[config.mk]
export PLATFORM = sky130hd
export DESIGN_NAME = dc_ex_bundle_reg
export DESIGN_NICKNAME = d
export VERILOG_FILES = /design/src/rtl/dc_ex_bundle_reg.sv
export SDC_FILE = /design/constraint.sdc
export NUM_CORES = 1
export LEC_CHECK = 0
export CORE_AREA = 2 2 190 192
export CTS_CLUSTER_SIZE = 20
export DETAILED_ROUTE_END_ITERATION = 10
export DIE_AREA = 0 0 192 194
export DONT_BUFFER_PORTS = 1
export PLACE_DENSITY_LB_ADDON = 0.2
export SETUP_SLACK_MARGIN = 0.5
export SKIP_CTS_REPAIR_TIMING = 1
export SLEW_MARGIN = 10
export SYNTH_ARGS = -nofsm -noshare
export SYNTH_HDL_FRONTEND = slang
export SYNTH_SLANG_ARGS = --single-unit
[constraint.sdc]
create_clock -name clk -period 5.2 [get_ports clk]
set_clock_uncertainty 0.05 [all_clocks]
set_input_delay 1.04 -clock clk [delete_from_list [all_inputs] [get_ports clk]]
set_output_delay 1.04 -clock clk [all_outputs]
set_load 0.02 [all_outputs]
[src/rtl/dc_ex_bundle_reg.sv]
// Decode-to-execute pipeline register for the 4-slot VLIW bundle.
// Stalls inject a bubble into EX and flushes kill the entering bundle; stall statistics and the protocol-error flag are kept here too.
module dc_ex_bundle_reg #(
    parameter int CTRL_W = 8,
    parameter int IMM_W  = 32,
    parameter int CNT_W  = 32
) (
    input  logic                  clk,
    input  logic                  rst_n,
    input  logic                  stall_in,
    input  logic                  flush_in,
    input  logic [3:0]            dc_valid,
    input  logic [19:0]           dc_rd,
    input  logic [19:0]           dc_rs1,
    input  logic [19:0]           dc_rs2,
    input  logic [4*CTRL_W-1:0]   dc_ctrl,
    input  logic [4*IMM_W-1:0]    dc_imm,
    input  logic                  dc_lsu_is_load,
    output logic [3:0]            ex_valid,
    output logic [19:0]           ex_rd,
    output logic [19:0]           ex_rs1,
    output logic [19:0]           ex_rs2,
    output logic [4*CTRL_W-1:0]   ex_ctrl,
    output logic [4*IMM_W-1:0]    ex_imm,
    output logic [4:0]            lsu_ex_rd,
    output logic                  lsu_ex_is_load,
    output logic                  dc_hold,
    output logic [CNT_W-1:0]      stall_cnt,
    output logic                  stall_err
);

    logic             applied_stall_s;
    logic             kill_s;
    logic             is_load_nxt_s;
    logic             err_nxt_s;
    logic [CNT_W-1:0] cnt_nxt_s;
    logic             prev_stall_r;

    // A flush overrides the stall: the bundle dies anyway, so decode need not hold.
    assign applied_stall_s = stall_in & ~flush_in;
    assign kill_s          = flush_in | stall_in;
    assign dc_hold         = applied_stall_s;
    assign lsu_ex_rd       = ex_valid[2] ? ex_rd[14:10] : 5'd0;

    // Next values for the hazard-loop load flag and the stall bookkeeping
    always_comb begin
        is_load_nxt_s = 1'b0;
        cnt_nxt_s     = stall_cnt;
        err_nxt_s     = stall_err;
        if (kill_s) begin
            is_load_nxt_s = 1'b0;
        end else begin
            // A load to x0 creates no dependency and must never stall.
            is_load_nxt_s = dc_valid[2] & dc_lsu_is_load & (dc_rd[14:10] != 5'd0);
        end
        if (applied_stall_s && (stall_cnt != {CNT_W{1'b1}})) begin
            cnt_nxt_s = stall_cnt + {{(CNT_W-1){1'b0}}, 1'b1};
        end else begin
            cnt_nxt_s = stall_cnt;
        end
        if (applied_stall_s && prev_stall_r) begin
            err_nxt_s = 1'b1;
        end else begin
            err_nxt_s = stall_err;
        end
    end

    // Bundle register: capture on advance, zero on stall bubble or flush
    always_ff @(posedge clk or negedge rst_n) begin
        if (!rst_n) begin
            ex_valid       <= 4'd0;
            ex_rd          <= 20'd0;
            ex_rs1         <= 20'd0;
            ex_rs2         <= 20'd0;
            ex_ctrl        <= {(4*CTRL_W){1'b0}};
            ex_imm         <= {(4*IMM_W){1'b0}};
            lsu_ex_is_load <= 1'b0;
        end else if (kill_s) begin
            ex_valid       <= 4'd0;
            ex_rd          <= 20'd0;
            ex_rs1         <= 20'd0;
            ex_rs2         <= 20'd0;
            ex_ctrl        <= {(4*CTRL_W){1'b0}};
            ex_imm         <= {(4*IMM_W){1'b0}};
            lsu_ex_is_load <= 1'b0;
        end else begin
            ex_valid       <= dc_valid;
            ex_rd          <= dc_rd;
            ex_rs1         <= dc_rs1;
            ex_rs2         <= dc_rs2;
            ex_ctrl        <= dc_ctrl;
            ex_imm         <= dc_imm;
            lsu_ex_is_load <= is_load_nxt_s;
        end
    end

    // Stall statistics and the sticky back-to-back-stall fault flag
    always_ff @(posedge clk or negedge rst_n) begin
        if (!rst_n) begin
            stall_cnt    <= {CNT_W{1'b0}};
            stall_err    <= 1'b0;
            prev_stall_r <= 1'b0;
        end else begin
            stall_cnt    <= cnt_nxt_s;
            stall_err    <= err_nxt_s;
            prev_stall_r <= applied_stall_s;
        end
    end

endmodule

==> impl_metrics.json <==
{
  "outcome": "completed",
  "crit_chain": "nand2b_4, inv_1",
  "finalSetupTns_ns": 0,
  "place_inst": 1065,
  "clock_latency_ns": 0.54,
  "syn2layout_area_growth_pct": 17.3,
  "grt-ovfl-total": 0,
  "place_hpwl_um": 19000,
  "crit_path_start_kind": "input port",
  "period_share_pct": 49.8,
  "drt_iter0_drc": 198,
  "critPathMaxFanout": 8,
  "dieArea_um2": 37200,
  "timing.hold.ws_ns": 0.142,
  "ys_warn_count": 0,
  "irDropWorstVdd_v": 0.000319,
  "finalWeightedCongestion": 0.809,
  "wl_per_cell_um": 22.4,
  "multiInputGateArea_um2": 2230,
  "coreArea_um2": 35200,
  "viasPerCell": 4.19,
  "start_util_pct": 25.0,
  "cts-root-buf": "clkbuf_16",
  "wl_um": 25300,
  "cts_tree": "done",
  "post_dp_cell_area_um2": 9310,
  "synthTopCellsByArea": "dfrtp_1 (74%), and2_1 (16%), xnor2_1 (1.9%)",
  "io_pins": 493,
  "endpoint_kind": "primary output",
  "regArea_um2": 6480,
  "cts_sinks": 259,
  "place_ws_ns": 2.60,
  "antenna_found_initial": 17,
  "clockBufferDepth": 3,
  "port_buffers": 0,
  "worstPathBufferInverterCount": 1,
  "syn_inst": 629,
  "rsz0062_at_grt": "no",
  "setup_viol": 0,
  "via_count": 4723,
  "fin_util_pct": 29.4,
  "die_x_um": 192,
  "cap_violations": 0,
  "async_flop_share_pct": 100,
  "powerDensity_nw_per_um2": 437,
  "clkPwrFrac_pct": 46.3,
  "crit_slowest_cell": "inv_1",
  "tightest_slew_ns": 1.00,
  "fin_cells": 1127,
  "grt_max_degree": 260,
  "clkTransAtPathRegs_ns": 0.06,
  "drcViolationCount": 0,
  "critPathTopFamily": "buffers and inverters",
  "fin_crit_ns": 2.59,
  "comb_power_share_pct": 2.6,
  "synth_cell_types": 32,
  "p_sw_mw": 1.09,
  "grt_usage_pct": 13.2,
  "stdcell_area_um2": 10300,
  "critical_path_required_ns": 4.11,
  "switching_share_pct": 24.2,
  "crit_arrival_ns": 1.50,
  "grt_pass1_vias": 5357,
  "p_total_mw": 4.52,
  "grt_pass1_wl_um": 36500,
  "row_count": 69,
  "ys_ff_latch": 259,
  "syn_area_um2": 8820,
  "yosysSeqAreaShare_pct": 73.5,
  "seq_power_share_pct": 51.1,
  "ant_nets": 0,
  "synth.net_count": 859,
  "criticalPathCategory": "input port to primary output",
  "slew_viol_final": 0,
  "p_int_mw": 3.43,
  "fmax_ghz": 0.387,
  "htreeDepth": 1,
  "hold_viol": 0,
  "nFillCells": 3564,
  "first_pass_iters": 4,
  "setup_ws_ns": 2.61,
  "syn_area_per_cell_um2": 14.0,
  "p_leak_nw": 4.94,
  "yosysTopAreaCell": "dfrtp_1",
  "synth_top_area_share_pct": 73.5,
  "die_y_um": 194,
  "hold_path_class": "input port to asynchronous set/reset pin",
  "slew_headroom_pct": 33.2,
  "synth-main-ff-cell": "dfrtp_1",
  "cts-buffers-inserted": 30,
  "critPathMaxStageDelay_ns": 0.31,
  "final_nets": 866,
  "synth_edf_count": 0,
  "drive_gt1_share_pct": 10.6
}
-- Yosys cell counts, types with 2 or more instances --
library cell and number:
dfrtp_1 259, and2_1 230, clkbuf_1 25, xnor2_1 19, nand4_1 16, nand2_1 9, nand3_1 9, xor2_1 9
and3_1 7, nor3_1 7, and4_1 5, nor2_1 5, and2_2 4, and3_2 3, buf_2 2, inv_1 2
mux2_2 2, nor3_2 2
-- power by group through the flow --
| stage | sequential (mW) | combinational (mW) | clock [mW] |
|---|---|---|---|
| after floorplan | 2.31 | 0.0990 | 0 |
| after global routing | 2.32 | 0.138 | 2.26 |
| final | 2.31 | 0.118 | 2.09 |
| after detailed placement | 2.35 | 0.123 | 0 |
| after global placement | 2.35 | 0.118 | 0 |
| after CTS | 2.32 | 0.122 | 2.18 |
-- routing by layer --
| metal | global-route usage (%) | share of wire [%] | vias to the layer above |
|---|---|---|---|
| met5 | 0 | 0.26 | - |
| met4 | 5.06 | 2.7 | 10 |
| met3 | 6.53 | 12 | 62 |
| met2 | 22.9 | 51 | 274 |
| met1 | 13.6 | 34 | 2354 |
| li1 | - | - | 2023 |
-- cells in the final DEF, fill, tap and decap left out, drive strengths merged, types with 2 or more instances in the layout --
| master | count |
|---|---|
| inv | 5 |
| clkinv | 5 |
| nor3 | 9 |
| dfrtp | 259 |
| nor2 | 5 |
| clkbuf | 39 |
| or3 | 2 |
| and3 | 10 |
| nand4 | 17 |
| bufinv | 2 |
| and2 | 234 |
| nand3 | 9 |
| diode | 7 |
| buf | 2 |
| xnor2 | 19 |
| clkinvlp | 6 |
| xor2 | 9 |
| nand2 | 9 |
| and4 | 5 |
| mux2 | 2 |
-- worst paths after layout --
check	startpoint	end	slack [ns]	depth (start not counted)
worst max-delay path	flush_in	dc_hold	2.61	2
worst min-delay path	rst_n	ex_imm[127]	0.14	0
worst max register to register	stall_cnt[0]	stall_cnt[1]	2.63	6
worst min register to register	prev_stall_r	stall_err	0.40	1
max in group asynchronous	rst_n	ex_imm[90]	4.28	0
min in group clk	prev_stall_r	stall_err	0.40	1
-- layout make-up --
cell class | instances | area share [%]
Multi-Input combinational cell | 341 | 21.6
Inverter | 2 | 0.0726
Clock inverter | 16 | 1.55
Sequential cell | 259 | 62.6
Timing Repair Buffer | 2 | 0.145
Antenna cell | 7 | 0.169
Clock buffer | 39 | 8.27
Tap cell | 461 | 5.58
-- flip-flops by register name, indices dropped and copies added (netlist names) --
register / cells
ex_imm: 128
ex_ctrl: 32
stall_cnt: 32
ex_rd: 20
ex_rs1: 20
ex_rs2: 20
ex_valid: 4
lsu_ex_is_load: 1
prev_stall_r: 1
stall_err: 1
-- cells by family (layout without fill, tap and decap cells) --
kind of cell / count (synthesis) / after routing / share of synthesized area (%)
XOR/XNOR: 28 / 28 / 2.78
multiplexers: 2 / 2 / 0.255
AND/OR/NAND/NOR: 302 / 302 / 21.4
buffers and inverters: 29 / 59 / 1.26
adder cells (fa/ha/maj): 1 / 1 / 0.142
flip-flops: 259 / 259 / 73.5
other: 0 / 7 / 0
AO/OA/AOI/OAI: 8 / 8 / 0.695
No activity file was read; power rests on OpenSTA's default activity.
